$ cat src/rtl/i2s_sample_rx.sv
// i2s_sample_rx: turns an I2S stream, oversampled on clk_i, into SAMPLE_W-bit signed PCM words.
// Latency: sample_valid_o rises 4 clk_i after the raw bclk_i rising edge that carries the word LSB.
// Backpressure: none; the consumer must accept every sample_valid_o strobe.
//
// Build option MONO_MIX_EN: emit one (L+R)>>>1 word per frame instead of one word per slot.
// Ports:
//   clk_i, rst_i                   system clock (>= 4x bclk), async active-high reset
//   bclk_i, lrclk_i, sdata_i       raw I2S inputs (bit clock, word select 0=L/1=R, data)
//   sample_out_o                   last completed PCM word, held until the next strobe
//   sample_valid_o                 one-cycle strobe, sample_out_o updated this cycle
//   sample_right_o                 channel of sample_out_o (0 = left, 1 = right)
//   frame_err_o                    one-cycle strobe, word select moved before a word completed
//   link_lost_o                    level, no bclk rising edge for TIMEOUT clk_i cycles
module i2s_sample_rx #(
  parameter int SAMPLE_W = 16,
  parameter int TIMEOUT  = 1023,
  parameter int CNT_W    = 10
) (
  input  logic                clk_i,
  input  logic                rst_i,
  input  logic                bclk_i,
  input  logic                lrclk_i,
  input  logic                sdata_i,
  output logic [SAMPLE_W-1:0] sample_out_o,
  output logic                sample_valid_o,
  output logic                sample_right_o,
  output logic                frame_err_o,
  output logic                link_lost_o
);

  localparam int BCW = $clog2(SAMPLE_W);

  typedef enum logic [1:0] {ST_IDLE, ST_SKIP, ST_SHIFT, ST_HOLD} state_e;

  // {bclk, lrclk, sdata}: two synchroniser stages, then a history stage. The history
  // stage is registered together with the edge pulse so that lr/sd are the values
  // present when the edge was seen.
  logic [2:0] sync1_q, sync2_q, hist_q;
  logic       rise_q;
  logic       lr, sd;

  logic [CNT_W-1:0]    to_cnt_q, to_cnt_d;
  logic                lost;
  logic                lr_prev_q, lr_seen_q, lr_chg;

  state_e              state_q, state_d;
  logic [BCW-1:0]      bit_cnt_q, bit_cnt_d;
  logic [SAMPLE_W-2:0] shreg_q, shreg_d;
  logic                chan_q, chan_d;
  logic                shift_en, word_done, slot_err, cnt_zero;
  logic [SAMPLE_W-1:0] word;

  logic [SAMPLE_W-1:0] sample_q, sample_d;
  logic                valid_q, valid_d, right_q, right_d, ferr_q;

  assign lr       = hist_q[1];
  assign sd       = hist_q[0];
  assign lost     = (to_cnt_q == CNT_W'(TIMEOUT));
  // lr_seen_q stops the first sampled lrclk after reset from looking like a slot edge.
  assign lr_chg   = rise_q & lr_seen_q & (lr ^ lr_prev_q);
  assign cnt_zero = (bit_cnt_q == '0);
  assign word     = {shreg_q, sd};

  always_ff @(posedge clk_i or posedge rst_i) begin
    if (rst_i) begin
      sync1_q <= '0;
      sync2_q <= '0;
      hist_q  <= '0;
      rise_q  <= 1'b0;
    end else begin
      sync1_q <= {bclk_i, lrclk_i, sdata_i};
      sync2_q <= sync1_q;
      hist_q  <= sync2_q;
      rise_q  <= sync2_q[2] & ~hist_q[2];
    end
  end

  // Link watchdog: cleared by every bit clock edge, saturates at TIMEOUT.
  always_comb begin
    to_cnt_d = to_cnt_q;
    if (rise_q)
      to_cnt_d = '0;
    else if (!lost)
      to_cnt_d = to_cnt_q + CNT_W'(1);
  end

  // FSM state register
  always_ff @(posedge clk_i or posedge rst_i) begin
    if (rst_i)
      state_q <= ST_IDLE;
    else
      state_q <= state_d;
  end

  // FSM next state. A bit clock edge always takes precedence over the watchdog so
  // that the edge which ends a stall is processed normally from IDLE.
  always_comb begin
    state_d = state_q;
    if (rise_q) begin
      unique case (state_q)
        ST_IDLE:  if (lr_chg) state_d = ST_SKIP;
        ST_SKIP:  state_d = ST_SHIFT;
        // LSB and word-select edge on the same bit: finish the word, then start the slot.
        ST_SHIFT: if (cnt_zero) state_d = lr_chg ? ST_SKIP : ST_HOLD;
                  else if (lr_chg) state_d = ST_SKIP;
        ST_HOLD:  if (lr_chg) state_d = ST_SKIP;
        default:  state_d = ST_IDLE;
      endcase
    end else if (lost) begin
      state_d = ST_IDLE;
    end
  end

  // FSM outputs and datapath next state
  always_comb begin
    shift_en  = rise_q && (state_q == ST_SHIFT);
    word_done = shift_en && cnt_zero;
    slot_err  = shift_en && !cnt_zero && lr_chg;
    bit_cnt_d = bit_cnt_q;
    shreg_d   = shreg_q;
    chan_d    = chan_q;
    if (rise_q && (state_q == ST_SKIP))
      bit_cnt_d = BCW'(SAMPLE_W - 1);
    else if (shift_en && !cnt_zero)
      bit_cnt_d = bit_cnt_q - BCW'(1);
    if (shift_en)
      shreg_d = word[SAMPLE_W-2:0];
    // Channel is the word select value seen on the edge that opens the slot.
    if (rise_q && (state_d == ST_SKIP))
      chan_d = lr;
  end

`ifdef MONO_MIX_EN
  logic [SAMPLE_W-1:0]   left_q, left_d;
  logic                  have_l_q, have_l_d;
  logic signed [SAMPLE_W:0] mix_sum;

  // Left word is parked until its right partner completes; a right word without a
  // parked left (after IDLE or an errored left slot) is dropped.
  always_comb begin
    mix_sum  = $signed({left_q[SAMPLE_W-1], left_q}) + $signed({word[SAMPLE_W-1], word});
    left_d   = left_q;
    have_l_d = have_l_q;
    valid_d  = 1'b0;
    sample_d = sample_q;
    right_d  = 1'b0;
    if (word_done && !chan_q) begin
      left_d   = word;
      have_l_d = 1'b1;
    end else if (word_done && have_l_q) begin
      valid_d  = 1'b1;
      sample_d = mix_sum[SAMPLE_W:1];  // arithmetic >>1, rounds toward -inf
      have_l_d = 1'b0;
    end
    if (slot_err || (lost && !rise_q))
      have_l_d = 1'b0;
  end
`else
  always_comb begin
    valid_d  = word_done;
    sample_d = sample_q;
    right_d  = right_q;
    if (word_done) begin
      sample_d = word;
      right_d  = chan_q;
    end
  end
`endif

  always_ff @(posedge clk_i or posedge rst_i) begin
    if (rst_i) begin
      to_cnt_q  <= '0;
      lr_prev_q <= 1'b0;
      lr_seen_q <= 1'b0;
      bit_cnt_q <= '0;
      shreg_q   <= '0;
      chan_q    <= 1'b0;
      sample_q  <= '0;
      valid_q   <= 1'b0;
      right_q   <= 1'b0;
      ferr_q    <= 1'b0;
`ifdef MONO_MIX_EN
      left_q    <= '0;
      have_l_q  <= 1'b0;
`endif
    end else begin
      to_cnt_q  <= to_cnt_d;
      if (rise_q) begin
        lr_prev_q <= lr;
        lr_seen_q <= 1'b1;
      end
      bit_cnt_q <= bit_cnt_d;
      shreg_q   <= shreg_d;
      chan_q    <= chan_d;
      sample_q  <= sample_d;
      valid_q   <= valid_d;
      right_q   <= right_d;
      ferr_q    <= slot_err;
`ifdef MONO_MIX_EN
      left_q    <= left_d;
      have_l_q  <= have_l_d;
`endif
    end
  end

  assign sample_out_o   = sample_q;
  assign sample_valid_o = valid_q;
  assign sample_right_o = right_q;
  assign frame_err_o    = ferr_q;
  assign link_lost_o    = lost;

endmodule

$ cat config.mk
export PLATFORM = sky130hd
export DESIGN_NAME = i2s_sample_rx
export DESIGN_NICKNAME = d
export VERILOG_FILES = /design/src/rtl/i2s_sample_rx.sv
export SDC_FILE = /design/constraint.sdc
export NUM_CORES = 1
export LEC_CHECK = 0
export ABC_AREA = 1
export CORE_ASPECT_RATIO = 1.5
export CORE_MARGIN = 1.5
export CORE_UTILIZATION = 30
export CTS_BUF_LIST = sky130_fd_sc_hd__clkbuf_8
export CTS_CLUSTER_SIZE = 8
export DETAILED_ROUTE_END_ITERATION = 16
export MAX_ROUTING_LAYER = met4
export PLACE_DENSITY = 0.56
export SYNTH_ARGS = -nofsm -noshare
export SYNTH_HDL_FRONTEND = slang
export SYNTH_SLANG_ARGS = --single-unit
$ cat constraint.sdc
create_clock -name clk_i -period 2.3 [get_ports clk_i]
set_input_delay 0.69 -clock clk_i [delete_from_list [all_inputs] [get_ports clk_i]]
set_output_delay 0.69 -clock clk_i [all_outputs]
set_load 0.02 [all_outputs]
==> Word-level counts from Yosys, hierarchy flattened <==
Index checks and enable logic that the tools add are counted.
{ "word_totals": {"in_bits": 5, "register_bits": 63} }
{ "op_classes": {"n_eq_ne": 6, "muxes": 10, "reduce_logical": 11, "n_bitwise": 5, "add_sub_neg": 2} }
{ "op_table": {"columns": ["operator", "count"], "rows": [
  ["10-bit 2-to-1 mux", 2],
  ["10-bit by 1-bit adder with 10-bit output (second input constant)", 1],
  ["10-bit == test (second input constant)", 1],
  ["2-bit 2-to-1 mux", 5],
  ["4-bit 2-to-1 mux", 2],
  ["1-bit logical AND", 6],
  ["2-bit one-hot mux with 3 select lines", 1],
  ["2-bit by 1-bit == test with 1-bit output (second input constant)", 2],
  ["2-bit == test (second input constant)", 2],
  ["4-bit zero test", 1],
  ["4-bit by 1-bit subtractor with 4-bit output (second input constant)", 1],
  ["1-bit bitwise AND", 3],
  ["2-bit zero test", 1],
  ["2-bit by 1-bit inequality test with 1-bit output (second input constant)", 1],
  ["2-bit nonzero test", 1],
  ["2-bit OR reduction", 1],
  ["1-bit zero test", 1],
  ["1-bit NOT", 1],
  ["1-bit XOR", 1]
]} }

==> Logic depth before layout (Yosys ltp) <==
{ "logic_depth": {"depth_word": 8, "mapped_depth": 10, "ltp_nobuf": 10} }

==> Worst setup path after synthesis <==
No wires, ideal clock.
{ "synth_path": {"path_kind": "reg2out", "startpoint": "register to_cnt_q[0]", "endpoint": "output link_lost_o", "arrival_ps": 1070, "setup_slack_ps": 540, "required_ps": 1610, "path_stages_with_launch": 6, "cell_sequence": "dfrtp_1 ha_1 nand2_1 nor2_2 nand3_4 inv_1"} }
{ "synth_via": {"elab_chain_cells": 1} }
{ "synth_lines": {"columns": ["item", "line", "rtl"], "rows": [
  ["start, declared", "42", "logic [CNT_W-1:0] to_cnt_q, to_cnt_d;"],
  ["start signal, assigned", "187", "to_cnt_q <= to_cnt_d;"],
  ["10-bit == test", "58", "assign lost = (to_cnt_q == CNT_W'(TIMEOUT));"],
  ["end, declared", "28", "output logic link_lost_o"]
]} }
Every way passes these cells.

==> Worst setup path in the final report <==
Ends and elaborated chain as after synthesis.

==> results.md <==
* Detailed Route Iter0 Violations at 78
* Total GRT Usage at 0.117
* Ys Warns at 0
* VDD IR max at 0.553 mV
* Netlist cell types at 33
* Synth Register Bits at 63
* Final hold violations at 0
* CTS tree: yes
* Vias at 1,756
* CP endpoint kind: primary output
* Final ANT Viol Nets at 0
* Max Freq at 475 MHz
* Pin count of the biggest net entering global routing at 64
* Vias in the first global route at 1,801
* RSZ-0062 raised after global routing: false
* Tmin final at 2.10 ns
* Multi-input gate area at 900 µm²
* Max-slew headroom at 0.696
* Power per cell area at 1010 nW/µm²
* H-tree levels at 3
* Worst setup SP type: flop
* Initial antenna violation count at 0
* IO Pins at 25
* Clock transition at path regs at 0.06 ns
* CTS root buf: clkbuf_8
* Initial core utilization at 0.311
* Drt total wl at 4.57 mm
* Full die area at 9360 µm²
* # diodes at 0
* Status: completed
* CTS Sinks at 63
* Rows at 41
* Remaining global-route overflow at 0
* Final nets at 294
* Worst-Skew Late Latency at 0.34 ns
* Mapped Nets at 259
* Fill cells at 861
* Final Setup Violations at 0
* First-pass GRT wire length at 8.20 mm
* Post-Synthesis Cell Area at 2630 µm²
* Port bufs at 24
* Worst min path class: reg -> reg
* Skew final at 0.00860 ns
* Syn Area/Cell at 10.6 µm²
* Max-cap violation count at 0
* Static Leak at 1.51 nW
* Die width at 79.5 µm
* Commonest non-fill, non-tap cell in the layout: dfrtp_1
* P&R area growth vs syn at 22.0%
* CTS Buf Count at 9
* Clock Path Buffers at 2
* Hold-fix buffers, CTS at 0
* FF/Latch Area at 1580 µm²
* Placer congestion estimate at 0.823
* Wirelength per Cell at 11.5 µm
* Worst Path Required at 1.61 ns
* DR vias/cell at 4.43
* Layout cells sized above 1 at 0.166
* Max Slew Vio Count at 0
* Placeable Area at 8460 µm²
* Pre-antenna DRT Iters at 4
* Crit Path Max Fanout at 3
* Die height at 118 µm
* Detailed placement HPWL at 3.03 mm
* DRC Markers at 0
* Proportion of synthesized chip area in sequential cells at 0.599
* CP Class: reg -> out
* Worst Path Arrival at 1.41 ns
* Worst slew pin tran at 0.455 ns
* Setup TNS at 0 ns
* Final Cycle Share at 0.915
* Cells after synthesis at 249
* Commonest non-fill, non-tap cells in the layout: 63 x dfrtp_1, 51 x nand2_1, 25 x inv_1
* Hold slack at 0.350 ns
==> stage by stage <==
| stage | worst slack [ns] | area (µm²) | std cells | utilization | total power, mW |
|---|---|---|---|---|---|
| 2_1_floorplan | 0.0403 | 2630 | 249 | - | 1.99 |
| 3_3_place_gp | 0.103 | 3000 | 379 | 0.354 | 2.25 |
| 3_5_place_dp | 0.0691 | 3000 | 379 | 0.354 | 2.27 |
| 4_1_cts | 0.0222 | 3210 | 395 | 0.379 | 3.29 |
| 5_1_grt | 0.0844 | 3210 | 396 | 0.380 | 3.44 |
| 6_report | 0.195 | 3210 | 396 | 0.380 | 3.23 |
==> logic make-up after synthesis <==
logic type | after synthesis | synth area share
compound gates | 40 | 0.0855
xor+xnor | 2 | 0.00665
fa+ha+maj | 5 | 0.0238
buf+inv | 33 | 0.0618
flops | 63 | 0.599
mux | 10 | 0.0499
simple gates | 96 | 0.174
==> Yosys cell counts, drive strengths merged <==
| cell type | count | share of area |
|---|---|---|
| a21oi | 5 | 0.0095 |
| nand3b | 1 | 0.0029 |
| clkbuf | 2 | 0.0066 |
| dfrtp | 63 | 0.60 |
| o21a | 7 | 0.020 |
| xor2 | 2 | 0.0067 |
| nor2 | 21 | 0.041 |
| or2 | 1 | 0.0024 |
| buf | 4 | 0.017 |
| nor3 | 4 | 0.0076 |
| inv | 27 | 0.038 |
| o21ai | 26 | 0.051 |
| o211ai | 1 | 0.0029 |
| mux2 | 10 | 0.050 |
| ha | 5 | 0.024 |
| nand2 | 57 | 0.092 |
| nand4 | 1 | 0.0024 |
| nand3 | 11 | 0.026 |
| a31oi | 1 | 0.0024 |
==> report_power, final <==
part,internal (mW),total (mW),switching [mW]
clock,0.581,0.988,0.407
sequential,1.32,1.45,0.129
combinational,0.355,0.796,0.441
==> worst paths after layout <==
kind	cells past startpoint	startpoint	endpoint	slack, ns
worst max-delay path	6	to_cnt_q[0]$_DFFE_PP0P_	link_lost_o	0.20
worst min-delay path	0	sync1_q[1]$_DFF_PP0_	sync2_q[1]$_DFF_PP0_	0.35
worst max register to register	5	state_q[0]$_DFF_PP0_	sample_out_o[12]$_DFFE_PP0P_	0.42
worst min register to register	0	sync1_q[1]$_DFF_PP0_	sync2_q[1]$_DFF_PP0_	0.35
max in group asynchronous	3	rst_i	sample_out_o[15]$_DFFE_PP0P_	1.30
min in group asynchronous	3	rst_i	sample_out_o[0]$_DFFE_PP0P_	0.73
==> final cells by class <==
class / count / area share
Clock buffer: 12 / 0.0514
Clock inverter: 4 / 0.0136
Inverter: 27 / 0.0315
Multi-Input combinational cell: 153 / 0.280
Sequential cell: 63 / 0.491
Tap cell: 107 / 0.0417
Timing Repair Buffer: 30 / 0.0911
==> state kept, by name, indices dropped and copies added (netlist names) <==
signal / cells
state_q: 2
frame_err_o: 1
lr_seen_q: 1
sync2_q: 3
sample_valid_o: 1
hist_q: 3
rise_q: 1
chan_q: 1
lr_prev_q: 1
sample_out_o: 16
to_cnt_q: 10
sync1_q: 3
sample_right_o: 1
shreg_q: 15
bit_cnt_q: 4
==> layer usage <==
metal / up-vias / global-route usage / share of wire
met5: - / - / 0
met4: 0 / 0.0592 / 0.017
met3: 8 / 0.0372 / 0.023
met2: 23 / 0.181 / 0.52
met1: 853 / 0.133 / 0.44
li1: 872 / - / -
==> critical path, cell delays in order, from the launching register on <==
cell     delay [ns]
dfrtp_1        0.35
ha_1           0.19
nand2_1        0.11
nor2_4         0.12
nand3_4        0.07
inv_1          0.07
buf_2          0.16
==> what timing repair did <==
item                                    4_1_cts  5_1_grt
buffers inserted                              0        1
gates resized for setup                       3        2
endpoints found under the setup margin        1        1
gates cloned                                  0        0
endpoints found under the hold margin         0        0
Power figures use the tool's default switching activity.
